## src/rtl/shift_compute_driver_if.sv

```systemverilog
// Request and tile-pin bundle for shift_compute_driver; master = requester/tile side, slave = driver.
interface shift_compute_driver_if;
  logic       start;
  logic [7:0] op_a;
  logic [7:0] op_b;
  logic       op_and;
  logic [7:0] result_in;
  logic       ser_out;
  logic [2:0] sel;
  logic       add_strobe;
  logic       and_strobe;
  logic       busy;
  logic       done;
  logic [7:0] result;
  logic [7:0] result_and;

  modport master (
    output start, op_a, op_b, op_and, result_in,
    input  ser_out, sel, add_strobe, and_strobe, busy, done, result, result_and
  );

  modport slave (
    input  start, op_a, op_b, op_and, result_in,
    output ser_out, sel, add_strobe, and_strobe, busy, done, result, result_and
  );
endinterface

```

## src/rtl/shift_compute_driver.sv

```systemverilog
// Serial shift/compute tile sequencer: 16 shift cycles, one strobe cycle, SAMPLE_DELAY+1 wait, done at E(18+SAMPLE_DELAY).
// start is ignored while busy (no queueing); SHIFT_COMPUTE_BOTH_EN runs add and and back-to-back into result/result_and.
module shift_compute_driver #(
  parameter int SAMPLE_DELAY = 1
) (
  input logic                  clk,
  input logic                  rst,
  shift_compute_driver_if.slave bus
);

  localparam int WW = (SAMPLE_DELAY > 0) ? $clog2(SAMPLE_DELAY + 1) : 1;
  localparam logic [WW-1:0] WLAST = WW'(SAMPLE_DELAY);

  typedef enum logic [1:0] {S_IDLE, S_SHIFT, S_STROBE, S_WAIT} state_t;

  typedef struct packed {
    logic [15:0] word;
    logic        op_and;
  } req_t;

  state_t        state_q, state_d;
  req_t          req_q, req_d;
  logic [3:0]    cnt_q, cnt_d;
  logic [WW-1:0] wcnt_q, wcnt_d;
  logic          ser_out_q, ser_out_d;
  logic [2:0]    sel_q, sel_d;
  logic          add_q, add_d;
  logic          and_q, and_d;
  logic          busy_q, busy_d;
  logic          done_q, done_d;
  logic [7:0]    result_q, result_d;
`ifdef SHIFT_COMPUTE_BOTH_EN
  logic          phase_q, phase_d;
  logic [7:0]    result_and_q, result_and_d;
`endif

  always_comb begin
    state_d   = state_q;
    req_d     = req_q;
    cnt_d     = cnt_q;
    wcnt_d    = wcnt_q;
    ser_out_d = ser_out_q;
    sel_d     = sel_q;
    add_d     = 1'b0;
    and_d     = 1'b0;
    busy_d    = busy_q;
    done_d    = 1'b0;
    result_d  = result_q;
`ifdef SHIFT_COMPUTE_BOTH_EN
    phase_d      = phase_q;
    result_and_d = result_and_q;
`endif
    case (state_q)
      S_IDLE: begin
        if (bus.start) begin
          req_d.word   = {bus.op_a, bus.op_b};
          req_d.op_and = bus.op_and;
          ser_out_d    = bus.op_a[7];
          cnt_d        = 4'd0;
          busy_d       = 1'b1;
          state_d      = S_SHIFT;
        end
      end
      S_SHIFT: begin
        if (cnt_q == 4'd15) begin
          ser_out_d = 1'b0;
`ifdef SHIFT_COMPUTE_BOTH_EN
          add_d     = 1'b1;
          and_d     = 1'b1;
`else
          add_d     = ~req_q.op_and;
          and_d     = req_q.op_and;
`endif
          state_d   = S_STROBE;
        end else begin
          // ser_out already shows word[15-cnt]; load the next bit down
          cnt_d     = cnt_q + 4'd1;
          ser_out_d = req_q.word[4'd14 - cnt_q];
        end
      end
      S_STROBE: begin
`ifdef SHIFT_COMPUTE_BOTH_EN
        sel_d   = 3'b100;
        phase_d = 1'b0;
`else
        sel_d   = req_q.op_and ? 3'b101 : 3'b100;
`endif
        wcnt_d  = '0;
        state_d = S_WAIT;
      end
      S_WAIT: begin
        if (wcnt_q == WLAST) begin
`ifdef SHIFT_COMPUTE_BOTH_EN
          if (!phase_q) begin
            result_d = bus.result_in;
            sel_d    = 3'b101;
            phase_d  = 1'b1;
            wcnt_d   = '0;
          end else begin
            result_and_d = bus.result_in;
            sel_d        = 3'b000;
            busy_d       = 1'b0;
            done_d       = 1'b1;
            state_d      = S_IDLE;
          end
`else
          result_d = bus.result_in;
          sel_d    = 3'b000;
          busy_d   = 1'b0;
          done_d   = 1'b1;
          state_d  = S_IDLE;
`endif
        end else begin
          wcnt_d = wcnt_q + 1'b1;
        end
      end
      default: state_d = S_IDLE;
    endcase
  end

  always_ff @(posedge clk or posedge rst) begin
    if (rst) begin
      state_q   <= S_IDLE;
      req_q     <= '0;
      cnt_q     <= 4'd0;
      wcnt_q    <= '0;
      ser_out_q <= 1'b0;
      sel_q     <= 3'b000;
      add_q     <= 1'b0;
      and_q     <= 1'b0;
      busy_q    <= 1'b0;
      done_q    <= 1'b0;
      result_q  <= 8'h00;
`ifdef SHIFT_COMPUTE_BOTH_EN
      phase_q      <= 1'b0;
      result_and_q <= 8'h00;
`endif
    end else begin
      state_q   <= state_d;
      req_q     <= req_d;
      cnt_q     <= cnt_d;
      wcnt_q    <= wcnt_d;
      ser_out_q <= ser_out_d;
      sel_q     <= sel_d;
      add_q     <= add_d;
      and_q     <= and_d;
      busy_q    <= busy_d;
      done_q    <= done_d;
      result_q  <= result_d;
`ifdef SHIFT_COMPUTE_BOTH_EN
      phase_q      <= phase_d;
      result_and_q <= result_and_d;
`endif
    end
  end

  assign bus.ser_out    = ser_out_q;
  assign bus.sel        = sel_q;
  assign bus.add_strobe = add_q;
  assign bus.and_strobe = and_q;
  assign bus.busy       = busy_q;
  assign bus.done       = done_q;
  assign bus.result     = result_q;
`ifdef SHIFT_COMPUTE_BOTH_EN
  assign bus.result_and = result_and_q;
`else
  assign bus.result_and = 8'h00;
`endif

endmodule

```

## src/flat_wrapper.sv

```systemverilog
// flat-port wrapper written by rule: the top's interface ports become plain ports
module shift_compute_driver_flat 
#(
  parameter int SAMPLE_DELAY = 1
)
  (clk, rst, bus_start, bus_op_a, bus_op_b, bus_op_and, bus_result_in, bus_ser_out, bus_sel, bus_add_strobe, bus_and_strobe, bus_busy, bus_done, bus_result, bus_result_and);
  shift_compute_driver_if bus_i ();
  input logic clk;
  input logic rst;
  input wire logic [$bits(bus_i.start)-1:0] bus_start;
  input wire logic [$bits(bus_i.op_a)-1:0] bus_op_a;
  input wire logic [$bits(bus_i.op_b)-1:0] bus_op_b;
  input wire logic [$bits(bus_i.op_and)-1:0] bus_op_and;
  input wire logic [$bits(bus_i.result_in)-1:0] bus_result_in;
  output wire logic [$bits(bus_i.ser_out)-1:0] bus_ser_out;
  output wire logic [$bits(bus_i.sel)-1:0] bus_sel;
  output wire logic [$bits(bus_i.add_strobe)-1:0] bus_add_strobe;
  output wire logic [$bits(bus_i.and_strobe)-1:0] bus_and_strobe;
  output wire logic [$bits(bus_i.busy)-1:0] bus_busy;
  output wire logic [$bits(bus_i.done)-1:0] bus_done;
  output wire logic [$bits(bus_i.result)-1:0] bus_result;
  output wire logic [$bits(bus_i.result_and)-1:0] bus_result_and;
  assign bus_i.start = bus_start;
  assign bus_i.op_a = bus_op_a;
  assign bus_i.op_b = bus_op_b;
  assign bus_i.op_and = bus_op_and;
  assign bus_i.result_in = bus_result_in;
  assign bus_ser_out = bus_i.ser_out;
  assign bus_sel = bus_i.sel;
  assign bus_add_strobe = bus_i.add_strobe;
  assign bus_and_strobe = bus_i.and_strobe;
  assign bus_busy = bus_i.busy;
  assign bus_done = bus_i.done;
  assign bus_result = bus_i.result;
  assign bus_result_and = bus_i.result_and;
  shift_compute_driver #(.SAMPLE_DELAY(SAMPLE_DELAY)) u_core (.clk(clk), .rst(rst), .bus(bus_i));
endmodule
```

## config.mk

```make
export PLATFORM = sky130hd
export DESIGN_NAME = shift_compute_driver_flat
export DESIGN_NICKNAME = d
export VERILOG_FILES = /design/src/rtl/shift_compute_driver_if.sv /design/src/rtl/shift_compute_driver.sv /design/src/flat_wrapper.sv
export SDC_FILE = /design/constraint.sdc
export NUM_CORES = 1
export LEC_CHECK = 0
export CORE_UTILIZATION = 51
export DETAILED_ROUTE_END_ITERATION = 10
export PLACE_DENSITY = 0.84
export SLEW_MARGIN = 10
export SYNTH_ARGS = -nofsm -noshare
export SYNTH_HDL_FRONTEND = slang
export SYNTH_SLANG_ARGS = --single-unit
```

## constraint.sdc

```tcl
create_clock -name clk -period 4.6 [get_ports clk]
set_input_delay 1.15 -clock clk [delete_from_list [all_inputs] [get_ports clk]]
set_output_delay 1.15 -clock clk [all_outputs]
set_load 0.02 [all_outputs]
```

Yosys cells after proc, flatten, opt, wreduce, memory -nomap -nowiden. Cells that the tools add are included.

Register bits: 40. Bits of input ports: 28. Output and inout port bits: 24. Logic and storage cells: 62.

$add $sub $neg: 3. Magnitude comparators: 1. Equality and inequality tests: 8. Muxes and demuxes: 26. Bitwise logic cells: 1. Reduce and logical (&&, ||, !) cells: 11.

Operators with widths (count): $mux W1 (13); $reduce_and A3 Y1 (3); $mux W4 (2); $pmux W2 S4 (1); $pmux W4 S2 (1); $reduce_and A2 Y1 (4); $mux W2 (3); $pmux W1 S2 (3); $pmux W3 S2 (1); $reduce_bool A2 Y1 (3); $lt A4 B5 Y1 const B (1); $add A4 B1 Y4 const B (1); $bmux W1 S4 (1); $eq A2 B2 Y1 const B (2); $eq A4 B4 Y1 const B (1); $ne A2 B1 Y1 const B (2); $ne A2 B2 Y1 const B (2); $sub A4 B4 Y4 const A (1); $mux W3 (1); $eq A2 B1 Y1 const B (1); $logic_not A2 Y1 (1); $add A1 B1 Y1 const B (1); $not A1 Y1 (1).

Depth between registers and ports, before layout. Gate-level depths: netlist of run 1.

Depth in word-level cells: 5. Mapped depth: 7. Gate-level depth less buffers: 6.

Worst setup path after synthesis of run 1. Ideal clock, no wire load.

Kind: input to register. From: input bus_start. To: register u_core.req_q[10] in the netlist's numbering. Setup time: 0.125 ns. Arrival: 2.146 ns. Data required time: 4.475 ns. Slack: 2.330 ns. Cell stages on the path: 4. Cells stage by stage: clkbuf_1 nand2_1 buf_2 mux2_2.

Word-level cells in the longest chain between the ends: 1.

RTL lines: from (decl) (line flat_wrapper.sv:10) `input wire logic [$bits(bus_i.start)-1:0] bus_start;`; $reduce_and A2 Y1 (no source line); to (signal assigned) (line shift_compute_driver.sv:140) `req_q <= req_d;`; to (decl) (line shift_compute_driver.sv:22) `req_t req_q, req_d;`.

No other way between the ends. A chain may end at the register's enable or synchronous reset.

Final worst setup path of run 1.
From: input bus_start. To: register u_core.ser_out_q, in the netlist u_core.bus.ser_out.

Word-level cells in the longest chain between the ends: 2.

RTL lines: $ne A2 B2 Y1 (no source line); $reduce_and A2 Y1 (no source line); to (signal assigned) (line shift_compute_driver.sv:143) `ser_out_q <= ser_out_d;`; to (decl) (line shift_compute_driver.sv:25) `logic ser_out_q, ser_out_d;`.

No other way between the ends.

==> results of run 1 <==
## metal layers
metal / track usage / vias to the layer above
met3: 0.0766 / 12
met4: 0.108 / 0
met2: 0.351 / 65
met5: 0 / -
met1: 0.271 / 654
li1: - / 599
## flip-flops by register name, indices dropped and copies added (netlist names)
name                   count
u_core.bus.add_strobe      1
u_core.bus.and_strobe      1
u_core.bus.busy            1
u_core.bus.done            1
u_core.bus.result          8
u_core.bus.sel             2
u_core.bus.ser_out         1
u_core.cnt_q               4
u_core.req_q              17
u_core.state_q             2
u_core.wcnt_q              1
## layout by cell type (no fill, tap or decap), types with 2 or more instances in the layout
| cell | count |
|---|---|
| a21oi_1 | 5 |
| and3_1 | 2 |
| clkbuf_8 | 6 |
| clkdlybuf4s50_1 | 42 |
| conb_1 | 9 |
| dfrtp_1 | 39 |
| ha_1 | 5 |
| inv_1 | 6 |
| mux2_2 | 26 |
| mux2i_1 | 4 |
| mux4_2 | 5 |
| nand2_1 | 9 |
| nand3_1 | 6 |
| nor2_1 | 3 |
| nor2b_1 | 2 |
| nor3_1 | 3 |
| o21ai_0 | 5 |
## final timing paths
check	endpoint	depth (start not counted)	slack, ns
min	u_core.req_q[4]	1	0.51
max	u_core.bus.ser_out	5	1.96
max in group asynchronous	u_core.req_q[4]	3	2.76
min in group asynchronous	u_core.bus.result[7]	2	1.26
max reg2reg	u_core.bus.ser_out	4	2.50
min reg2reg	u_core.req_q[4]	1	0.51
## area by class of cell
type,count,area [um^2]
clock buffers,6,82.6
clock inverters,2,35.0
fillers,271,1020
inverters,7,26.3
multi-input cells,97,816
flip-flops and latches,39,976
well taps,46,57.6
repair buffers,43,428
## where the power goes
group          switching [W]  leakage (nW)  total [W]  internal [W]
sequential          0.000115         0.470   0.000621      0.000506
clock               0.000117        0.0612   0.000292      0.000175
combinational       0.000346         0.538   0.000770      0.000423
## stage by stage
step	hold WS (ns)	area, um^2	worst slack, ns	total power [W]	utilization
6_report	0.509	2420	1.96	0.00168	0.703
5_1_grt	0.520	2420	1.72	0.00179	0.703
4_1_cts	0.509	2420	1.99	0.00169	0.703
3_5_place_dp	0.491	2300	1.69	0.00139	0.669
3_3_place_gp	0.483	2300	1.77	0.00134	0.669
2_1_floorplan	0.442	1910	2.33	0.00115	-
## cell families after synthesis
group                      share of synthesized area
AOI/OAI and AO/OA                             0.0679
xor gates and xnor gates                     0.00932
adders and majority gates                     0.0333
buffers and inverters                         0.0632
DFF                                            0.519
muxes                                          0.237
other                                        0.00199
and+or+nand+nor                               0.0685
==> impl_metrics.yaml, run 1 <==
status:
  status: "finished clean"
routing:
  top_layer: "met4"
  viasPerCell: 5.54
  routed_wirelength_mm: 3.80
  vias: 1330
  wl_per_cell_um: 15.8
  ant_nets: 0
  drtIter0Drc: 171
  dr.pass1.iters: 4
  drc: 0
  wl_met2_mm: 1.92
  dr_wl_met3_um: 257
  met1Wirelength_mm: 1.53
logic_synthesis:
  yosys-top-cells-area: "dfrtp_1 52%, mux2_2 16%, mux4_2 6.0%"
  ys.flop_type: "dfrtp_1"
  ys_ff_latch: 39
  synth_edf_count: 0
  yosysUniqueCellTypes: 32
  yosysMostFrequentCell: "dfrtp_1"
  synthTopCellsByCount: "39 x dfrtp_1, 26 x mux2_2, 9 x buf_4, 9 x nand2_1, 7 x inv_1"
  syn_area_per_cell_um2: 12.5
  synth_top_cell_area_share: 0.519
  netlist_instances: 150
  ys_warn_count: 0
  synthArstFlopShare: 1.00
  post-synth-top-area-cell: "dfrtp_1"
  seq_area_frac_synth: 0.519
  netlist_area_um2: 1880
die:
  die_area_um2: 3930
  core.rowCount: 21
  start_util: 0.546
  fp.dieW_um: 62.7
  io_pins: 52
  coreArea_um2: 3440
  fp.dieH_um: 62.7
sta:
  rsz0062_at_grt: "no"
  finalCritPeriodShare: 0.575
  fmax_mhz: 378
  setup_tns_ns: 0
  maxSlewViolCount: 0
  tightest_slew_ns: 0.736
  finalSetupViolations: 0
  finalHoldViolations: 0
  fin_crit_ns: 2.64
  finClkSkew_ns: 0.00197
  relSlewSlack: 0.508
placement:
  placed_cells: 232
  place_hpwl_mm: 2.84
  gp_congestion: 0.796
  port_buffers: 42
global_routing:
  grt_overflow_total: 0
  grt_use_total: 0.222
  grt_pass1_wl_mm: 6.41
  grt_max_degree: 32
  grt_pass1_vias: 1323
  grt_antenna_before_repair: 0
power_and_ir_drop:
  p_per_area_nw_per_um2: 695
  ir_worst_vdd_mv: 0.408
  power.leakage_nw: 1.07
setup_path:
  crit_path_end_kind: "flip-flop"
  arrival_ns: 2.86
  critPathLaunchType: "primary input"
  r2r_start: "u_core.cnt_q[0]"
  setup.worst_path.class: "primary input to flip-flop"
  worst-path-buf-inv: 1
  cp_slowest_cell: "clkdlybuf4s50_1"
  cp_cell_sequence: "clkdlybuf4s50_1 > nand2_1 > nor3b_1 > a21oi_1 > a2bb2oi_1"
  crit_family: "simple AND/OR/NAND/NOR gates"
  required_ns: 4.82
  cp_max_fo: 18
  crit_start: "bus_start"
  crit_path_max_incr_delay_ns: 0.62
final_layout:
  drive_gt1_frac: 0.211
  final_net_count: 226
  finalNonFillerCells: 240
  n_antenna_cell: 0
  area_delta_synth_final_pct: 28.7
clock_network:
  clock_latency_ns: 0.29
  cts_root_buf: "clkbuf_8"
  cts_repair_resize_count: 0
  cts_htree_levels: 2
  cts_tree: "yes"
  clk_path_buf_depth: 2
  hold_buffers: 0
  clk_pin_slew_worst_paths_ns: 0.07
  cts_setup_buffers: 0
  cts_buffers: 5
  cts_sinks: 39
run:
  cap_violations: 0
worst_hold_path:
  hp-start: "u_core.req_q[4]"
  hp-class: "flip-flop to flip-flop"
Note: power is estimated with default switching activity, not from simulation.
==> inputs of run 2 (changes only) <==
- CORE_UTILIZATION: 51 -> 47
- PLACE_DENSITY: 0.84 -> 0.78
- clock period: 4.6 -> 2.75 ns (I/O delays scaled with it)
==> impl_metrics.yaml, run 2 (synthesized netlist as in run 1, its figures left out) <==
global_routing:
  grt_overflow_total: 0
  grt_max_degree: 40
  grt_antenna_before_repair: 0
  grt_use_total: 0.187
  grt_pass1_wl_mm: 5.97
  grt_pass1_vias: 1265
sta:
  fmax_mhz: 470
  hold_ws_ns: 0.503
  finClkSkew_ns: 0.00534
  rsz0062_at_grt: "no"
  setup_tns_ns: 0
  finalCritPeriodShare: 0.774
  finalSetupViolations: 0
  worst_slack_ns: 0.621
  finalHoldViolations: 0
  fin_crit_ns: 2.13
  maxSlewViolCount: 0
clock_network:
  cts_htree_levels: 2
  cts_setup_buffers: 0
  clk_path_buf_depth: 2
  cts_root_buf: "clkbuf_8"
  clock_latency_ns: 0.29
  cts_buffers: 5
  clk_pin_slew_worst_paths_ns: 0.07
  hold_buffers: 0
  cts_tree: "yes"
  cts_sinks: 39
  cts_repair_resize_count: 0
setup_path:
  setup.worst_path.class: "flip-flop to flip-flop"
  worst-path-stages: 4
  arrival_ns: 2.31
  cp_slowest_cell: "dfrtp_1"
  reg2regPathDepth: 4
  worst-path-buf-inv: 0
  r2r_start: "u_core.cnt_q[0]"
  crit_path_end_kind: "flip-flop"
  crit_start: "u_core.cnt_q[0]"
  crit_family: "multiplexers"
  cp_max_fo: 9
  critPathLaunchType: "flip-flop"
  ff2ff_setup_slack_ns: 0.62
  required_ns: 2.93
  cpMostUsedCell: "mux4_2"
  crit_path_max_incr_delay_ns: 0.53
  cp_cell_sequence: "ha_1 > mux4_2 > mux4_2 > a2bb2oi_1"
power_and_ir_drop:
  p_comb_frac: 0.457
  p_switching_w: 0.000940
  switching_share: 0.340
  power_frac_clock: 0.169
  power.leakage_nw: 1.07
  p_seq_frac: 0.374
  power.internal_w: 0.00183
  p_per_area_nw_per_um2: 1140
  ir_worst_vdd_mv: 0.618
placement:
  placed_cells: 235
  post-place-ws_ns: 0.478
  port_buffers: 42
  place_hpwl_mm: 2.59
  gp_congestion: 0.841
  post_dp_cell_area_um2: 2310
final_layout:
  stdcell_area_um2: 2430
  final_common_cell: "clkdlybuf4s50_1"
  area_delta_synth_final_pct: 29.0
  final_net_count: 227
  most-common-layout-cells: "42 x clkdlybuf4s50_1, 39 x dfrtp_1, 26 x mux2_2"
  top_register: "u_core.req_q"
  largest_reg_flops: 17
  finalNonFillerCells: 243
  n_antenna_cell: 0
  drive_gt1_frac: 0.210
routing:
  ant_nets: 0
  drc: 0
  drtIter0Drc: 99
  dr.pass1.iters: 4
  vias: 1270
  routed_wirelength_mm: 3.39
  viasPerCell: 5.23
  wl_per_cell_um: 13.9
status:
  status: "finished clean"
die:
  start_util: 0.502
  coreArea_um2: 3740
  core.rowCount: 22
  die_area_um2: 4260
  fp.dieH_um: 65.3
  io_pins: 52
  fp.dieW_um: 65.3
run:
  cap_violations: 0
worst_hold_path:
  hp-class: "flip-flop to flip-flop"
  hold_path_depth: 1
  hp-start: "u_core.req_q[9]"
==> run 2: changes by cell type in the layout (fill, tap and decap cells not counted), sizes merged <==
cell / delta
buf: +1
clkbuf: -1
clkinv: +1
==> run 2: final cells by class <==
type                    instances  area, um^2
well taps                      48        60.1
inverters                       7        26.3
repair buffers                 44         435
fillers                       296        1320
flip-flops and latches         39         976
multi-input cells              97         816
clock buffers                   5        68.8
clock inverters                 3        43.8
==> run 2: path summary, 6_finish.rpt <==
check | to
setup reg to reg | u_core.bus.ser_out
hold reg to reg | u_core.req_q[9]
hold / removal | u_core.req_q[9]
min in group asynchronous | u_core.bus.result[5]
max in group asynchronous | u_core.req_q[16]
setup / recovery | u_core.bus.ser_out
==> run 2: power groups by stage <==
stage | Combinational (W) | Sequential [W] | Clock [W]
2_1_floorplan | 0.000835 | 0.00108 | 0
3_3_place_gp | 0.00123 | 0.00103 | 0
3_5_place_dp | 0.00128 | 0.00105 | 0
4_1_cts | 0.00128 | 0.00103 | 0.000485
5_1_grt | 0.00138 | 0.00107 | 0.000501
6_report | 0.00127 | 0.00103 | 0.000468
==> run 2: stage by stage <==
stage / total power [W] / util
6_report: 0.00277 / 0.648
5_1_grt: 0.00295 / 0.648
4_1_cts: 0.00280 / 0.648
3_5_place_dp: 0.00233 / 0.618
3_3_place_gp: 0.00225 / 0.618
2_1_floorplan: 0.00192 / -
==> run 2: per-layer routing <==
| metal | GRT usage | part of all wire |
|---|---|---|
| met1 | 0.227 | 0.41 |
| met5 | 0 | 0 |
| met3 | 0.0608 | 0.046 |
| met4 | 0.0598 | 0.012 |
| met2 | 0.312 | 0.53 |
==> inputs of run 3 (changes only) <==
- clock period: 2.75 -> 2.15 ns (I/O delays scaled with it)
==> impl_metrics.yaml, run 3 (synthesized netlist as in run 1, its figures left out) <==
placement:
  gp_congestion: 0.838
  post-place-ws_ns: 0.196
  place_hpwl_mm: 2.62
  port_buffers: 42
setup_path:
  reg2reg_to: "u_core.bus.ser_out"
  crit_path_end_kind: "flip-flop"
  cp_cell_sequence: "ha_1 > mux4_2 > mux4_2 > a2bb2oi_1"
  cp_max_fo: 6
  crit_path_max_incr_delay_ns: 0.48
  setup.worst_path.class: "flip-flop to flip-flop"
  required_ns: 2.32
  r2r_start: "u_core.cnt_q[1]"
  ff2ff_setup_slack_ns: 0.19
  cpMostUsedCell: "mux4_2"
  arrival_ns: 2.12
  reg2regPathDepth: 4
  critPathLaunchType: "flip-flop"
  cp_slowest_cell: "mux4_2"
  crit_start: "u_core.cnt_q[1]"
global_routing:
  grt_pass1_vias: 1345
  grt_use_total: 0.189
  grt.met2_usage: 0.321
  grt_pass1_wl_mm: 6.08
  busiest_layer: "met2"
  grtUsageMet1: 0.241
  grt_overflow_total: 0
  use_met3: 0.0365
  grt_max_degree: 40
  grt_antenna_before_repair: 0
power_and_ir_drop:
  ir_worst_vdd_mv: 0.676
  power.leakage_nw: 1.08
  p_per_area_nw_per_um2: 1450
die:
  io_pins: 52
  core.rowCount: 22
  coreArea_um2: 3740
  fp.dieW_um: 65.3
  die_area_um2: 4260
  start_util: 0.502
  fp.dieH_um: 65.3
routing:
  dr.pass1.iters: 4
  drc: 0
  drtIter0Drc: 72
  vias: 1273
  ant_nets: 0
  viasPerCell: 5.22
  wl_per_cell_um: 14.2
  routed_wirelength_mm: 3.47
final_layout:
  area_delta_synth_final_pct: 29.9
  largest_reg_flops: 17
  layout.area.seq_um2: 976
  final_net_count: 229
  filler_cell_count: 301
  n_antenna_cell: 0
  most-common-layout-cells: "42 x clkdlybuf4s50_1, 39 x dfrtp_1, 26 x mux2_2"
  drive_gt1_frac: 0.209
  multi_input_area_um2: 816
  top_register: "u_core.req_q"
  final_common_cell: "clkdlybuf4s50_1"
sta:
  worst_slack_ns: 0.194
  finalHoldViolations: 0
  fin_crit_ns: 1.96
  finalCritPeriodShare: 0.910
  finClkSkew_ns: 0.00781
  finalSetupViolations: 0
  maxSlewViolCount: 0
  fmax_mhz: 511
  rsz0062_at_grt: "no"
  setup_tns_ns: 0
clock_network:
  cts_setup_buffers: 0
  cts_root_buf: "clkbuf_8"
  cts_repair_resize_count: 0
  clk_pin_slew_worst_paths_ns: 0.07
  cts_sinks: 39
  cts_buffers: 5
  hold_buffers: 0
  clock_latency_ns: 0.29
  cts_tree: "yes"
  cts_htree_levels: 2
  clk_path_buf_depth: 2
worst_hold_path:
  hp-class: "flip-flop to flip-flop"
  hold_path_depth: 1
  hold_path_end: "u_core.req_q[4]"
  hp-start: "u_core.req_q[4]"
status:
  status: "finished clean"
run:
  cap_violations: 0
-- run 3: cell types whose count changed in the layout (fill, tap and decap cells not counted), sizes merged --
cell / before / now
buf: 2 / 4
clkinv: 2 / 0
clkbuf: 5 / 6
-- run 3: area by class of cell --
type,count,area share
repair buffers,46,0.189
flip-flops and latches,39,0.399
well taps,48,0.0246
clock buffers,6,0.0297
inverters,7,0.0108
clock inverters,1,0.0123
multi-input cells,97,0.334
-- run 3: how the worst max path moves through the flow --
stage / end / depth (start not counted)
2_1_floorplan: u_core.bus.ser_out / 4
4_1_cts: u_core.bus.ser_out / 4
3_5_place_dp: u_core.bus.ser_out / 4
6_report: u_core.bus.ser_out / 4
3_3_place_gp: u_core.bus.ser_out / 4
5_1_grt: u_core.bus.ser_out / 4
-- run 3: power breakdown --
group | internal (W) | leakage [nW] | switching (W)
registers | 0.00108 | 0.470 | 0.000215
clock network | 0.000340 | 0.0513 | 0.000229
logic | 0.000935 | 0.559 | 0.000752
total | 0.00236 | 1.08 | 0.00120
-- run 3: routing by layer --
| metal | up-vias | part of all wire |
|---|---|---|
| met5 | - | 0 |
| met4 | 0 | 0.010 |
| met3 | 5 | 0.038 |
| met2 | 41 | 0.53 |
| met1 | 624 | 0.42 |
| li1 | 603 | - |
-- run 3: critical path, delay by kind of cell, from the launching register on --
family          cells  cell delay (ns)
compound gates      1             0.14
fa+ha+maj           1             0.45
flops               1             0.43
mux                 2             0.82
-- run 3: metrics by stage --
stage | util | instances | hold slack (ns) | area [um^2] | power [W]
final | 0.653 | 244 | 0.504 | 2440 | 0.00356
after global routing | 0.653 | 244 | 0.523 | 2440 | 0.00380
after CTS | 0.653 | 244 | 0.509 | 2440 | 0.00359
after detailed placement | 0.625 | 237 | 0.491 | 2340 | 0.00301
after global placement | 0.625 | 237 | 0.486 | 2340 | 0.00292
after floorplan | - | 158 | 0.442 | 1910 | 0.00245
